File: config.mk
export PLATFORM = sky130hd
export DESIGN_NAME = gray_conv_arbiter
export DESIGN_NICKNAME = d
export VERILOG_FILES = /design/src/rtl/gray_conv_arbiter.sv
export SDC_FILE = /design/constraint.sdc
export NUM_CORES = 1
export LEC_CHECK = 0
export BUFFER_PORTS_ARGS = -buffer_cell sky130_fd_sc_hd__buf_2
export CAP_MARGIN = 20
export CORE_UTILIZATION = 30
export CTS_BUF_LIST = sky130_fd_sc_hd__clkbuf_16
export CTS_CLUSTER_DIAMETER = 80
export DETAILED_ROUTE_END_ITERATION = 6
export SKIP_CTS_REPAIR_TIMING = 1
export SLEW_MARGIN = 20
export SYNTH_ARGS = -nofsm -noshare
export SYNTH_HDL_FRONTEND = slang
export SYNTH_SLANG_ARGS = --single-unit
export TNS_END_PERCENT = 50
File: constraint.sdc
create_clock -name clk -period 1.6 [get_ports clk]
set_clock_uncertainty 0.15 [all_clocks]
set_input_delay 0.08 -clock clk [delete_from_list [all_inputs] [get_ports clk]]
set_output_delay 0.08 -clock clk [all_outputs]
set_load 0.02 [all_outputs]
File: src/rtl/gray_conv_arbiter.sv
// Round-robin shared Gray-to-binary converter with a valid/ready result port.
// Optional per-requester step checker enabled by defining GRAY_STEP_CHECK_EN.
module gray_conv_arbiter #(
    parameter int NREQ = 4,
    parameter int W    = 4,
    parameter int IDW  = 2
) (
    input  logic                clk,
    input  logic                rst_n,
    input  logic [NREQ-1:0]     req_valid,
    input  logic [NREQ*W-1:0]   req_gray,
    output logic [NREQ-1:0]     req_ready,
    output logic                out_valid,
    input  logic                out_ready,
    output logic [W-1:0]        out_bin,
    output logic [IDW-1:0]      out_id,
    output logic                busy,
    output logic                step_err
);

    localparam logic [1:0] ST_IDLE = 2'd0;
    localparam logic [1:0] ST_CONV = 2'd1;
    localparam logic [1:0] ST_OUT  = 2'd2;

    localparam logic [IDW-1:0] LAST_ID = IDW'(NREQ - 1);

    function automatic logic [W-1:0] gray2bin(input logic [W-1:0] g);
        logic [W-1:0] b;
        b[W-1] = g[W-1];
        for (int i = W - 2; i >= 0; i--) begin
            b[i] = b[i+1] ^ g[i];
        end
        return b;
    endfunction

    logic [1:0]     r_state;
    logic [IDW-1:0] r_ptr;
    logic [W-1:0]   r_gray_q;
    logic [IDW-1:0] r_id_q;
    logic           r_out_valid;
    logic [W-1:0]   r_out_bin;
    logic [IDW-1:0] r_out_id;

    logic           w_any;
    logic [IDW-1:0] w_winner;
    logic [IDW-1:0] w_next_ptr;
    logic [W-1:0]   w_bin;

    // Rotating priority search starting at the round-robin pointer.
    always_comb begin
        w_any    = 1'b0;
        w_winner = '0;
        for (int k = 0; k < NREQ; k++) begin
            logic w_hit;
            w_hit    = req_valid[(int'(r_ptr) + k) % NREQ] & ~w_any;
            w_winner = w_hit ? IDW'((int'(r_ptr) + k) % NREQ) : w_winner;
            w_any    = w_any | w_hit;
        end
    end

    assign w_next_ptr = (w_winner == LAST_ID) ? '0 : (w_winner + IDW'(1));
    assign w_bin      = gray2bin(r_gray_q);

    // One-hot grant, only in IDLE and never while reset is asserted.
    always_comb begin
        req_ready = '0;
        if (rst_n && (r_state == ST_IDLE) && w_any) begin
            req_ready[w_winner] = 1'b1;
        end else begin
            req_ready = '0;
        end
    end

    // Arbitration / conversion / output-hold state machine.
    always_ff @(posedge clk or negedge rst_n) begin
        if (!rst_n) begin
            r_state     <= ST_IDLE;
            r_ptr       <= '0;
            r_gray_q    <= '0;
            r_id_q      <= '0;
            r_out_valid <= 1'b0;
            r_out_bin   <= '0;
            r_out_id    <= '0;
        end else begin
            case (r_state)
                ST_IDLE: begin
                    if (w_any) begin
                        r_gray_q <= req_gray[int'(w_winner)*W +: W];
                        r_id_q   <= w_winner;
                        r_ptr    <= w_next_ptr;
                        r_state  <= ST_CONV;
                    end
                end
                ST_CONV: begin
                    r_out_bin   <= w_bin;
                    r_out_id    <= r_id_q;
                    r_out_valid <= 1'b1;
                    r_state     <= ST_OUT;
                end
                ST_OUT: begin
                    if (out_ready) begin
                        r_out_valid <= 1'b0;
                        r_state     <= ST_IDLE;
                    end
                end
                default: begin
                    r_out_valid <= 1'b0;
                    r_state     <= ST_IDLE;
                end
            endcase
        end
    end

`ifdef GRAY_STEP_CHECK_EN
    logic [W-1:0]    r_last_bin [NREQ];
    logic [NREQ-1:0] r_seen;
    logic            r_step_err;

    // Track the previous result per requester; a +1 step (with wrap) is legal.
    always_ff @(posedge clk or negedge rst_n) begin
        if (!rst_n) begin
            for (int i = 0; i < NREQ; i++) begin
                r_last_bin[i] <= '0;
            end
            r_seen     <= '0;
            r_step_err <= 1'b0;
        end else if (r_state == ST_CONV) begin
            r_step_err         <= r_seen[r_id_q] & (w_bin != (r_last_bin[r_id_q] + W'(1)));
            r_last_bin[r_id_q] <= w_bin;
            r_seen[r_id_q]     <= 1'b1;
        end
    end

    assign step_err = r_step_err;
`else
    assign step_err = 1'b0;
`endif

    assign out_valid = r_out_valid;
    assign out_bin   = r_out_bin;
    assign out_id    = r_out_id;
    assign busy      = (r_state != ST_IDLE);

endmodule

==> out/results.tsv <==
metric	value	unit
status	finished with violations	
failing checks	setup timing	
RSZ-0062 raised after global routing	true	
GP Congestion	0.793	
TritonCTS Buffers	3	
R2R Setup Slk	-0.30	ns
Max Cap Viol	0	
M2 GR Usage	23.6	%
fraction of layout cells with a size suffix above 1	48.0	%
sequential fraction of the synthesis area	44.7	%
number of port buffers	34	
Clock Path Buffers	2	
Synth Warn #	0	
start point of the worst hold path	req_gray[13]	
worst path arrival time	1.77	ns
Clock Latency Late Sink	0.24	ns
EDFF count, synth	0	
diodes inserted	0	
PD cells	1940	mW/mm2
nets@finish	175	
Slew Viols, Final	0	
reg2reg start	r_ptr[1]	
gr ovfl total	0	
ys flop type	dfrtp_1	
Critical path buffers and inverters	3	
FF-to-FF End	r_gray_q[1]	
width of the die	58.3	um
GRT Max-Usage Layer	met2	
vias per cell	4.56	
# clock sinks	17	
gr usage total	13.8	%
FF+latch count, synth	17	
final worst slack	-0.398	ns
Worst Setup End Kind	output port	
DP Wirelength	1830	um
site row count	20	
Leak	0.703	nW
Syn Area/Cell	9.52	um2
H-tree lvl count	1	
number of global-route vias before repair	839	
initial core utilization	31.4	%
GR Util met1	17.3	%
first-pass GRT wire length	3530	um
Die Span Y	58.3	um
switching share of power	38.8	%
Fill cells	288	
I/O pin count	36	
Max Clk Rate	0.500	GHz
Seq pwr share	27.6	%
combinational power share	54.9	%
CP max-delay cell	dfrtp_1	
Post-synth ARST share	100	%
largest net degree at the start of global routing	18	
Detailed Route WL	2270	um
element type at the critical path start	register	
CP top delay family	simple AND/OR/NAND/NOR gates	
instance count on the critical path	7	
slowest stage delay, CP	0.43	ns
Setup crit start	r_ptr[1]	
Clk pwr share	17.5	%
Final Hold Vio Count	0	
reg2reg path depth	5	
Int Power	0.00172	W
routing usage on met3	2.20	%
NetSw	0.00109	W
Final Cycle Share	125	%
syn nets	124	
most common cell after layout, fill and taps aside	buf_2	
Max VDD drop	602	uV
Gate Count Post-Synth	100	
CTS clk-pin slew, worst paths	0.05	ns
Post-Syn Area	952	um2
Crit Path Class	reg2out	
CTS tree	done	
Worst Setup EP	req_ready[0]	
Layout area overhead	52.7	%
Min Hold Slack	0.0257	ns
commonest non-fill, non-tap cells in the layout	buf_2 (30), dfrtp_1 (17), buf_4 (16)	
final-report setup violation count	10	
Hold Path Class	in2reg	
DRT iter0 DRCs	9	
clk root buf	clkbuf_16	
wire length per cell	11.7	um
initial antenna violation count	0	
post-route ant nets	0	
CP cell instances	mux2i_2 -> or2_1 -> nand3_4 -> inv_2 -> buf_4 -> nor3_4 -> buf_6	
Inst Count DP	187	
core area	0.00303	mm2
DRC errors left	0	
library cells used by synthesis	32	
Layout Cells excl Fill	194	
Pre-Repair DR Iteration Count	4	
Die ar.	0.00340	mm2
Worst EP required	1.37	ns
CP Max Fanout	7	
Min Clock Period, post-route	2.00	ns
Vias	885	
-- how the worst min path moves through the flow --
stage / endpoint / slack, ns / depth (start not counted)
global route: r_gray_q[1] / 0.05 / 3
CTS: out_valid / -0.23 / 2
detailed placement: out_valid / 0.03 / 2
floorplan: out_bin[0] / -0.37 / 0
finish: r_gray_q[1] / 0.03 / 3
global placement: out_valid / 0.04 / 2
-- cell type report --
class | instances | area (um2) | share of cell area (%)
multi-input combinational | 73 | 541 | 37.2
sequential | 17 | 425 | 29.3
timing repair buffer | 52 | 335 | 23.1
clock buffer | 3 | 75.1 | 5.16
tap | 44 | 55.1 | 3.79
inverter | 4 | 17.5 | 1.20
clock inverter | 1 | 5.00 | 0.344
-- cells by family (layout without fill, tap and decap cells) --
logic type,after synthesis,count (layout),share of synthesized area (%)
AOI/OAI and AO/OA,22,22,15.5
xor gates and xnor gates,3,3,2.76
adders and majority gates,1,1,1.31
DFF,17,17,44.7
and+or+nand+nor,38,38,20.1
buffers and inverters,10,60,6.44
muxes,8,8,8.80
other,1,1,0.394
-- power groups by stage --
stage / Combinational (W) / Sequential, W / Clock, W
floorplan: 0.000897 / 0.000886 / 0
global placement: 0.00140 / 0.000776 / 0
detailed placement: 0.00143 / 0.000791 / 0
CTS: 0.00143 / 0.000782 / 0.000500
global route: 0.00169 / 0.000813 / 0.000514
finish: 0.00155 / 0.000777 / 0.000494
-- cell usage after synthesis (3+ instances only) --
cell	number	area, um2
or2_1	3	18.8
nor3_1	6	30.0
a21oi_1	4	20.0
mux2i_1	5	50.1
mux2_2	3	33.8
o21ai_0	5	25.0
nor2_1	7	26.3
nand2_1	13	48.8
dfrtp_1	17	425
inv_1	4	15.0
a211oi_1	4	30.0
a2111oi_0	4	35.0
-- worst reg2reg max path: stages (launching register included) --
cell,delay (ns)
dfrtp_1,0.42
mux2i_2,0.27
or2_1,0.18
nand3_4,0.12
a2111oi_1,0.53
a211oi_1,0.09
-- sequential cells by signal, indices dropped and copies added, names as in the netlist --
register	cells
r_gray_q	4
r_state	2
out_valid	1
r_ptr	2
r_id_q	2
out_id	2
out_bin	4
-- per-layer routing --
metal | share of wire (%) | vias up
li1 | - | 446
met1 | 45 | 403
met2 | 49 | 34
met3 | 4.6 | 2
met4 | 1.5 | 0
met5 | 0 | -
-- stage by stage --
step	cell area [um2]	utilization [%]	power (W)	worst slack [ns]	TNS (ns)
floorplan	1010	-	0.00178	-0.172	-1.14
global placement	1290	42.6	0.00218	-0.188	-0.952
detailed placement	1290	42.6	0.00222	-0.331	-1.56
global route	1450	48.0	0.00302	-0.468	-3.73
finish	1450	48.0	0.00282	-0.398	-2.76
CTS	1370	45.2	0.00272	-0.414	-2.70
(Power assumes the default switching activity.)
